[src/rtl/prbs_pkg.sv]
// Shared definitions for the parallel PRBS generator: mode encoding,
// polynomial order/tap lookup and the active-order mask.
package prbs_pkg;

    localparam int PRBS_MAX_ORDER = 31;

    localparam logic [2:0] MODE_PRBS7  = 3'd0;
    localparam logic [2:0] MODE_PRBS9  = 3'd1;
    localparam logic [2:0] MODE_PRBS15 = 3'd2;
    localparam logic [2:0] MODE_PRBS23 = 3'd3;
    localparam logic [2:0] MODE_PRBS31 = 3'd4;

    // Encodings 5..7 fall through to PRBS31.
    function automatic logic [4:0] prbs_order(input logic [2:0] mode);
        case (mode)
            MODE_PRBS7:  return 5'd7;
            MODE_PRBS9:  return 5'd9;
            MODE_PRBS15: return 5'd15;
            MODE_PRBS23: return 5'd23;
            default:     return 5'd31;
        endcase
    endfunction

    function automatic logic [4:0] prbs_tap(input logic [2:0] mode);
        case (mode)
            MODE_PRBS7:  return 5'd1;
            MODE_PRBS9:  return 5'd4;
            MODE_PRBS15: return 5'd1;
            MODE_PRBS23: return 5'd5;
            default:     return 5'd3;
        endcase
    endfunction

    function automatic logic [PRBS_MAX_ORDER-1:0] prbs_mask(input logic [4:0] order);
        logic [PRBS_MAX_ORDER:0] ones;
        ones = (32'd1 << order) - 32'd1;
        return ones[PRBS_MAX_ORDER-1:0];
    endfunction

endpackage

[src/rtl/prbs_gen_par_if.sv]
// Control and data bundle between a PRBS consumer (master) and the generator (slave).
// Handshake: a word is produced when i_enable && i_valid; o_valid marks it one cycle later, no backpressure.
interface prbs_gen_par_if
    import prbs_pkg::*;
#(
    parameter int W = 4
);
    logic                      i_enable;
    logic                      i_valid;
    logic [2:0]                i_mode;
    logic                      i_load;
    logic [PRBS_MAX_ORDER-1:0] i_seed;
    logic                      i_invert;
    logic [W-1:0]              o_data;
    logic                      o_valid;
    logic                      o_lockup;
    logic [7:0]                o_lock_cnt;

    modport master (
        output i_enable, i_valid, i_mode, i_load, i_seed, i_invert,
        input  o_data, o_valid, o_lockup, o_lock_cnt
    );

    modport slave (
        input  i_enable, i_valid, i_mode, i_load, i_seed, i_invert,
        output o_data, o_valid, o_lockup, o_lock_cnt
    );
endinterface

[src/rtl/prbs_lfsr_step.sv]
// One Fibonacci LFSR step: right shift, s[0] out, feedback into bit order-1.
module prbs_lfsr_step
    import prbs_pkg::*;
(
    input  logic [PRBS_MAX_ORDER-1:0] state,
    input  logic [4:0]                order,
    input  logic [4:0]                tap,
    output logic [PRBS_MAX_ORDER-1:0] next_state,
    output logic                      bit_out
);
    logic fb;

    assign fb         = state[0] ^ state[tap];
    assign bit_out    = state[0];
    // Upper bits are already zero, so the shifted-in zero at order-1 is simply OR-ed with fb.
    assign next_state = (state >> 1)
                      | ({{(PRBS_MAX_ORDER-1){1'b0}}, fb} << (order - 5'd1));
endmodule

[src/rtl/prbs_gen_par.sv]
// Parallel PRBS generator: W chained LFSR steps per accepted advance, with
// seed load, mode switch reseed, polarity inversion and all-zero recovery.
module prbs_gen_par
    import prbs_pkg::*;
#(
    parameter int                        W        = 4,
    parameter logic [2:0]                MODE_RST = 3'd1,
    parameter logic [PRBS_MAX_ORDER-1:0] SEED_RST = 31'h7FFF_FFFF
) (
    input  logic           clock,
    input  logic           i_reset,
    prbs_gen_par_if.slave  bus
);
    logic [2:0]                r_mode;
    logic [PRBS_MAX_ORDER-1:0] s_q;
    logic [W-1:0]              data_q;
    logic                      valid_q;
    logic [7:0]                lock_cnt_q;

    logic [4:0]                cur_order;
    logic [4:0]                cur_tap;
    logic [PRBS_MAX_ORDER-1:0] cur_mask;
    logic [W-1:0]              step_bits;
    logic [PRBS_MAX_ORDER-1:0] s_adv;
    logic                      mode_chg;
    logic                      lock_hit;
    logic                      advance;

    assign cur_order = prbs_order(r_mode);
    assign cur_tap   = prbs_tap(r_mode);
    assign cur_mask  = prbs_mask(cur_order);

    for (genvar i = 0; i < W; i++) begin : g_step
        logic [PRBS_MAX_ORDER-1:0] cur;
        logic [PRBS_MAX_ORDER-1:0] nxt;
        if (i == 0) begin : g_first
            assign cur = s_q;
        end else begin : g_rest
            assign cur = g_step[i-1].nxt;
        end
        prbs_lfsr_step u_step (
            .state      (cur),
            .order      (cur_order),
            .tap        (cur_tap),
            .next_state (nxt),
            .bit_out    (step_bits[i])
        );
    end
    assign s_adv = g_step[W-1].nxt;

    // Priority: mode change, load, lock-up recovery, advance.
    assign mode_chg = (r_mode != bus.i_mode);
    assign lock_hit = !mode_chg && !bus.i_load && ((s_q & cur_mask) == '0);
    assign advance  = !mode_chg && !bus.i_load && !lock_hit && bus.i_enable && bus.i_valid;

    always_ff @(posedge clock or negedge i_reset) begin
        if (!i_reset) begin
            r_mode     <= MODE_RST;
            s_q        <= SEED_RST & prbs_mask(prbs_order(MODE_RST));
            data_q     <= '0;
            valid_q    <= 1'b0;
            lock_cnt_q <= 8'd0;
        end else begin
            valid_q <= 1'b0;
            if (mode_chg) begin
                r_mode <= bus.i_mode;
                s_q    <= SEED_RST & prbs_mask(prbs_order(bus.i_mode));
            end else if (bus.i_load) begin
                s_q <= bus.i_seed & cur_mask;
            end else if (lock_hit) begin
                s_q <= cur_mask;
                if (lock_cnt_q != 8'hFF) lock_cnt_q <= lock_cnt_q + 8'd1;
            end else if (advance) begin
                data_q  <= bus.i_invert ? ~step_bits : step_bits;
                valid_q <= 1'b1;
                s_q     <= s_adv;
            end
        end
    end

    // Lock-up flags the cycle the zero state is seen; the reseed lands on the next edge.
    assign bus.o_lockup   = lock_hit && i_reset;
    assign bus.o_data     = data_q;
    assign bus.o_valid    = valid_q;
    assign bus.o_lock_cnt = lock_cnt_q;
endmodule
[src/flat_wrapper.sv]
// flat-port wrapper written by rule: the top's interface ports become plain ports
module prbs_gen_par_flat import prbs_pkg::*;
#(
    parameter int                        W        = 4,
    parameter logic [2:0]                MODE_RST = 3'd1,
    parameter logic [PRBS_MAX_ORDER-1:0] SEED_RST = 31'h7FFF_FFFF
)
  (clock, i_reset, bus_i_enable, bus_i_valid, bus_i_mode, bus_i_load, bus_i_seed, bus_i_invert, bus_o_data, bus_o_valid, bus_o_lockup, bus_o_lock_cnt);
  prbs_gen_par_if #(.W(W)) bus_i ();
  input  logic clock;
  input  logic i_reset;
  input wire logic [$bits(bus_i.i_enable)-1:0] bus_i_enable;
  input wire logic [$bits(bus_i.i_valid)-1:0] bus_i_valid;
  input wire logic [$bits(bus_i.i_mode)-1:0] bus_i_mode;
  input wire logic [$bits(bus_i.i_load)-1:0] bus_i_load;
  input wire logic [$bits(bus_i.i_seed)-1:0] bus_i_seed;
  input wire logic [$bits(bus_i.i_invert)-1:0] bus_i_invert;
  output wire logic [$bits(bus_i.o_data)-1:0] bus_o_data;
  output wire logic [$bits(bus_i.o_valid)-1:0] bus_o_valid;
  output wire logic [$bits(bus_i.o_lockup)-1:0] bus_o_lockup;
  output wire logic [$bits(bus_i.o_lock_cnt)-1:0] bus_o_lock_cnt;
  assign bus_i.i_enable = bus_i_enable;
  assign bus_i.i_valid = bus_i_valid;
  assign bus_i.i_mode = bus_i_mode;
  assign bus_i.i_load = bus_i_load;
  assign bus_i.i_seed = bus_i_seed;
  assign bus_i.i_invert = bus_i_invert;
  assign bus_o_data = bus_i.o_data;
  assign bus_o_valid = bus_i.o_valid;
  assign bus_o_lockup = bus_i.o_lockup;
  assign bus_o_lock_cnt = bus_i.o_lock_cnt;
  prbs_gen_par #(.W(W), .MODE_RST(MODE_RST), .SEED_RST(SEED_RST)) u_core (.clock(clock), .i_reset(i_reset), .bus(bus_i));
endmodule
[config.mk]
export PLATFORM = sky130hd
export DESIGN_NAME = prbs_gen_par_flat
export DESIGN_NICKNAME = d
export VERILOG_FILES = /design/src/rtl/prbs_pkg.sv /design/src/rtl/prbs_gen_par_if.sv /design/src/rtl/prbs_lfsr_step.sv /design/src/rtl/prbs_gen_par.sv /design/src/flat_wrapper.sv
export SDC_FILE = /design/constraint.sdc
export NUM_CORES = 1
export LEC_CHECK = 0
export CAP_MARGIN = 0
export CORE_MARGIN = 2
export CORE_UTILIZATION = 53
export CTS_CLUSTER_DIAMETER = 80
export DETAILED_ROUTE_END_ITERATION = 10
export PLACE_DENSITY = 0.89
export SYNTH_ARGS = -nofsm -noshare
export SYNTH_HDL_FRONTEND = slang
export SYNTH_SLANG_ARGS = --single-unit
[constraint.sdc]
create_clock -name clock -period 2.7 [get_ports clock]
set_input_delay 0.54 -clock clock [delete_from_list [all_inputs] [get_ports clock]]
set_output_delay 0.54 -clock clock [all_outputs]
set_load 0.02 [all_outputs]
-- Word level (Yosys, flattened, before mapping)
Cells that the tools add are included.
- latch bits: 0
- memories kept: 0
- word-level logic and storage cells: 75
- memory bits (read-only): 0
- input bits: 40
- bits in registers: 47
- memory bits (writable): 0
- order comparisons: 1
- equality and inequality tests: 8
- div/mod/pow operators: 0
- multiplexer cells: 21
- $mul: 0
- add/subtract/negate cells: 4
- bitwise logic cells: 14
- shift operators: 6
- reductions and logical operators: 16
- operators with widths (operator ; number):
    $mux 31 ; 4
    $or 30x31->31 ; 4
    $shl 1x5->31 ; 4
    $and 31x31->31 ; 2
    $shl 1x5->31 const A ; 2
    $sub 31x1->31 const B ; 2
    $pmux 5 s4 ; 2
    $logic_not 31->1 ; 1
    $bmux 1 s5 ; 4
    $eq 3x2->1 const B ; 4
    $pmux 3 s3 ; 1
    $add 8x1->8 const B ; 1
    $mux 1 ; 8
    $ne 8x8->1 const B ; 1
    $reduce_and 4->1 ; 2
    $eq 3x1->1 const B ; 2
    $logic_and 1x1->1 ; 6
    $logic_not 3->1 ; 2
    $lt 3x6->1 const B ; 1
    $mux 5 ; 1
    $sub 5x1->5 const B ; 1
    $mux 4 ; 1
    $not 4->4 ; 1
    $reduce_bool 4->1 ; 1
    5 further kinds ; 12

-- Longest topological paths before layout
Gate-level depths: netlist (run 1).
- depth after elaboration: 27
- mapped depth: 9
- mapped depth without buffers: 7

-- Hierarchy
A second synthesis (run 1) with hierarchy kept.
- cell total of the unflattened synthesis: 918
- area, all modules: 7026.7 µm²
- modules (own cells, without submodules) (module ; times used ; cells each ; area an instance (µm²)):
    prbs_lfsr_step ; 4 ; 150 ; 1059.8
    prbs_gen_par ; 1 ; 318 ; 2787.7

-- Worst setup path before layout (run 1)
OpenSTA, ideal clock, no wires.
- kind: input to register
- start point: input port bus_i_mode[1]
- end point: register u_core.s_q[9], in the netlist u_core.g_step[0].cur[9]
- data required time: 2567 ps
- path slack: 391 ps
- stages: 9
- arrival: 2176 ps
- cells stage by stage: clkbuf_1 -> xor2_1 -> nor4_4 -> o41ai_4 -> nand2b_1 -> buf_4 -> buf_6 -> o22ai_1 -> nor2_1
- cells in the longest elaborated chain, start to end: 9
- RTL lines (item ; RTL line ; text):
    start, declared ; flat_wrapper.sv:14 ; input wire logic [$bits(bus_i.i_mode)-1:0] bus_i_mode;
    branches (longest 9 deep; another with $sub 31x1->31) ; - ;
    end signal, assigned ; prbs_gen_par.sv:59 ; s_q <= SEED_RST & prbs_mask(prbs_order(MODE_RST));
    end signal, assigned ; prbs_gen_par.sv:67 ; s_q <= SEED_RST & prbs_mask(prbs_order(bus.i_mode));
    end signal, assigned ; prbs_gen_par.sv:69 ; s_q <= bus.i_seed & cur_mask;
    end, declared ; prbs_gen_par.sv:15 ; logic [PRBS_MAX_ORDER-1:0] s_q;
Parallel ways; which one is timed is not known. The select of a mux whose other input is x is not followed.
A chain may end at the register's enable or synchronous reset.

-- Worst setup path in the final report (run 1)
- start point: register u_core.r_mode[0]
- end point: register u_core.s_q[21], in the netlist u_core.g_step[0].cur[21]
- cells in the longest elaborated chain, start to end: 27
- RTL lines (item ; RTL line ; text):
    start, declared ; prbs_gen_par.sv:14 ; logic [2:0] r_mode;
    start signal, assigned ; prbs_gen_par.sv:66 ; r_mode <= bus.i_mode;
    $eq 3x2->1 / $logic_not 3->1 (equally long branches) ; prbs_pkg.sv:15, prbs_pkg.sv:25 ;
    $reduce_or 2->1 (no source line) ; - ;
    $pmux 3 s3 ; prbs_pkg.sv:25 ; case (mode)
    $bmux 1 s5 ; prbs_lfsr_step.sv:13 ; assign fb = state[0] ^ state[tap];
    $mux 1 (not written as such) ; prbs_lfsr_step.sv:13 ;
    $xor 1x1->1 ; prbs_lfsr_step.sv:13 ;
    $shl 1x5->31 ; prbs_lfsr_step.sv:17 ; | ({{(PRBS_MAX_ORDER-1){1'b0}}, fb} << (order - 5'd1));
    $or 30x31->31 ; prbs_lfsr_step.sv:17 ;
    [... 11 more ...] ; - ;
    $mux 1 (not written as such) ; prbs_lfsr_step.sv:13 ;
    $xor 1x1->1 ; prbs_lfsr_step.sv:13 ;
    $shl 1x5->31 ; prbs_lfsr_step.sv:17 ;
    $or 30x31->31 ; prbs_lfsr_step.sv:17 ;
    $mux 31 ; prbs_gen_par.sv:73 ; end else if (advance) begin
    $mux 31 ; prbs_gen_par.sv:70 ; end else if (lock_hit) begin
    $mux 31 ; prbs_gen_par.sv:68 ; end else if (bus.i_load) begin
    $mux 31 ; prbs_gen_par.sv:65 ; if (mode_chg) begin
    end signal, assigned ; prbs_gen_par.sv:67 ;
    end signal, assigned ; prbs_gen_par.sv:69 ;
    end signal, assigned ; prbs_gen_par.sv:71 ; s_q <= cur_mask;
Parallel ways exist; a longest one is shown, timed or not. The select of a mux whose other input is x is not followed.

==> out/qor.csv, run 1 <==
stage,metric,value,unit
clock_tree,Worst-path clk slew,0.09,ns
floorplanning,chip width,80.7,um
yosys,Yosys cell types,62,
clock_tree,# H-tree levels,2,
timing,Final WS setup,0.171,ns
detailed_routing,total iterations of the first detailed-routing run,7,
floorplanning,die area,6520,sq um
placed_design,Setup WS pre-CTS,-0.141,ns
power,Pwr per Cell Area,447,nW/um^2
detailed_routing,Routed Antenna Nets,0,
placed_design,# port buffers,53,
yosys,Yosys warnings,0,
timing,clk_skew,0.0111,ns
yosys,Synth Flop Type,dfrtp_1,
global_routing,largest net degree at the start of global routing,48,
yosys,most numerous cell in the Yosys netlist,nor2_1,
global_routing,vias in the first global route,3038,
timing,worst-case headroom to the max-slew limit,57.5,%
detailed_routing,number of DRC markers in iteration 0,349,
critical_path,CP Capture Type,flop,
yosys,Synth top area share,29.7,%
cells_and_area,post-layout utilization of the core,70.9,%
hold_path,hold crit path type,in2async,
critical_path,critical path required time,2.86,ns
detailed_routing,# DRC,0,
clock_tree,Worst-Skew Late Latency,0.31,ns
yosys,number of synthesized flops with an enable pin,0,
yosys,Mean Syn Cell Area,8.94,sq um
floorplanning,die height,80.7,um
yosys,Yosys reg bits,47,
clock_tree,setup repair bufs after CTS,0,
detailed_routing,final WL,9300,um
floorplanning,IO Pins,54,
yosys,Post-Synthesis Cells,349,
yosys,synth top area cells,"dfrtp_1 (30%), dfstp_2 (8.4%), a21oi_1 (6.1%)",
power,Clk network pwr share,23.6,%
placed_design,global placement routability congestion,1.01,
clock_tree,Root Buffer,clkbuf_8,
yosys,sequential fraction of the synthesis area,38.1,%
yosys,Syn Nets,391,
power,sequential group share of total power,48.3,%
cells_and_area,Area growth syn-to-layout,27.4,%
outcome,status,completed,
clock_tree,Longest Clk Path Bufs,2,
power,Static Leakage,1.55,nW
run,Max Cap Viol,0,
timing,Post-Route Setup TNS,0,ns
detailed_routing,Vias/cell,6.48,
global_routing,Overflow after GRT,0,
power,P_int,1.21,mW
global_routing,initial antenna violation count,0,
cells_and_area,filler instances,410,
floorplanning,FP Rows,27,
clock_tree,CTS Sinks,47,
critical_path,Worst Setup Start Kind,flop,
timing,"Min Clock Period, post-route",2.53,ns
power,combinational group share of total power,28.0,%
critical_path,CP Data Arrival Time,2.69,ns
power,sw frac,32.1,%
cells_and_area,Final nets,460,
floorplanning,Core Area,5610,sq um
critical_path,Crit Path Max Fanout,13,
timing,Worst Max-Slew Pin Slew,0.636,ns
power,net switching power,0.569,mW
timing,RSZ-0062 raised after global routing,false,
timing,final hold violations,0,
placed_design,placed wire-length estimate,6710,um
timing,final setup violation count,0,
global_routing,first-pass GRT wire length,14800,um
yosys,Post-Syn Area,3120,sq um
detailed_routing,Avg WL per Cell,18.9,um
critical_path,Worst Setup Path Type,reg2reg,
timing,Final Slew Violations,0,
yosys,asr flop ratio synth,100,%
floorplanning,Initial Util,55.6,%
timing,Tcrit/Tclk final,93.7,%
clock_tree,TritonCTS clock tree,built,
timing,f_max,395,MHz
yosys,most frequent cells after synthesis,"nor2_1 (44), a21oi_1 (38), dfrtp_1 (37)",
yosys,Synth area leader,dfrtp_1,
cells_and_area,share of cells above drive strength 1,18.6,%
timing,Hold Slack,0.351,ns
placed_design,placed cells,483,
detailed_routing,Vias,3181,
clock_tree,CTS Buf Count,5,
cells_and_area,fin cells,491,
power,Max IR drop VDD,0.000242,V
global_routing,GRT Util Overall,29.8,%
cells_and_area,diode count,0,
layout make-up:
type,instances,area (sq um),area share [%]
clock buffer,7,76.3,1.92
timing repair buffer,93,821,20.6
inverter,2,7.51,0.189
multi-input combinational,269,1790,44.9
sequential,47,1190,29.9
tap,72,90.1,2.27
clock inverter,1,5.00,0.126
repair_timing:
| action | in CTS | in global routing |
|---|---|---|
| hold buffers | 0 | 0 |
| setup endpoints to repair | 1 | 1 |
| pin swaps | 0 | 0 |
| resized for setup | 2 | 4 |
worst paths after layout:
| check | endpoint | cells after the start | start | slack, ns |
|---|---|---|---|---|
| min reg2reg | u_core.bus.o_lock_cnt[5]$_DFFE_PN0P_ | 1 | u_core.bus.o_lock_cnt[5]$_DFFE_PN0P_ | 0.52 |
| min in group clock | u_core.bus.o_lock_cnt[5]$_DFFE_PN0P_ | 1 | u_core.bus.o_lock_cnt[5]$_DFFE_PN0P_ | 0.52 |
| max reg2reg | u_core.g_step[0].cur[21]$_DFFE_PN0P_ | 6 | u_core.r_mode[0]$_DFFE_PN1P_ | 0.17 |
| max in group asynchronous | u_core.bus.o_data[1]$_DFFE_PN0P_ | 2 | i_reset | 1.94 |
| max | u_core.g_step[0].cur[21]$_DFFE_PN0P_ | 6 | u_core.r_mode[0]$_DFFE_PN1P_ | 0.17 |
| min | u_core.bus.o_lock_cnt[2]$_DFFE_PN0P_ | 2 | i_reset | 0.35 |
through the flow:
stage | instance area (sq um) | power (mW)
after global placement | 3890 | 1.34
final | 3980 | 1.78
after global routing | 3980 | 1.86
after floorplan | 3120 | 1.12
after detailed placement | 3890 | 1.35
after CTS | 3970 | 1.77
flip-flops by register name, summed over array words and instances, names as in the netlist:
register	flops
u_core.bus.o_lock_cnt	8
u_core.g_step.cur	31
u_core.r_mode	3
u_core.bus.o_data	4
u_core.bus.o_valid	1
worst max-delay path: stages (launching register included):
cell and delay (ns):
dfstp_2 0.71, nor2b_1 0.58, nand2_1 0.14, a31oi_1 0.20
a21oi_1 0.10, a21oi_1 0.48, a21oi_1 0.15
metal layers:
| metal | global-route usage [%] | vias to the layer above | wire (um) |
|---|---|---|---|
| met1 | 39.0 | 1496 | 3630 |
| met3 | 5.33 | 41 | 954 |
| met5 | 0 | - | 0 |
| li1 | - | 1405 | - |
| met4 | 13.1 | 0 | 248 |
| met2 | 48.6 | 239 | 4460 |
placed cells by master (no fill, tap or decap), types with 5 or more instances in the layout:
| cell | netlist | routed |
|---|---|---|
| xnor2_1 | 13 | 13 |
| buf_4 | 3 | 40 |
| clkdlybuf4s50_1 | 0 | 51 |
| o21ai_0 | 11 | 11 |
| xor2_1 | 15 | 15 |
| a21oi_1 | 38 | 38 |
| a211oi_1 | 6 | 6 |
| dfstp_2 | 10 | 10 |
| o22a_1 | 8 | 8 |
| nor2_1 | 44 | 44 |
| nand3_1 | 6 | 6 |
| dfrtp_1 | 37 | 37 |
| nor2b_1 | 5 | 5 |
| mux2i_1 | 8 | 8 |
| clkbuf_8 | 0 | 5 |
| o22ai_1 | 9 | 9 |
| a31oi_1 | 9 | 9 |
| nand2_1 | 26 | 26 |
| nor3_1 | 5 | 5 |
power by group through the flow:
stage	clock (mW)	combinational, mW	sequential, mW
after detailed placement	0	0.486	0.866
after global routing	0.458	0.541	0.865
after global placement	0	0.473	0.863
after CTS	0.428	0.490	0.852
final	0.420	0.498	0.859
after floorplan	0	0.255	0.865
kinds of logic (layout without fill, tap and decap cells):
logic type | count (synthesis) | after routing | share of synthesized area [%]
simple gates | 113 | 113 | 18.9
xor+xnor | 28 | 28 | 7.86
mux | 11 | 11 | 3.65
buf+inv | 33 | 103 | 5.05
compound gates | 114 | 114 | 25.5
flops | 47 | 47 | 38.1
fa+ha+maj | 2 | 2 | 0.802
other cells | 1 | 1 | 0.120
(Power assumes the default switching activity.)
==> run 2: changes to the inputs <==
--- a/config.mk
+++ b/config.mk
@@ -5,7 +5,7 @@
 export SDC_FILE = /design/constraint.sdc
 export NUM_CORES = 1
 export LEC_CHECK = 0
-export CAP_MARGIN = 0
+export CAP_MARGIN = 5
 export CORE_MARGIN = 2
 export CORE_UTILIZATION = 53
 export CTS_CLUSTER_DIAMETER = 80
==> results of run 2 <==
The final DEF is identical to that of run 1; final timing and power are the same.
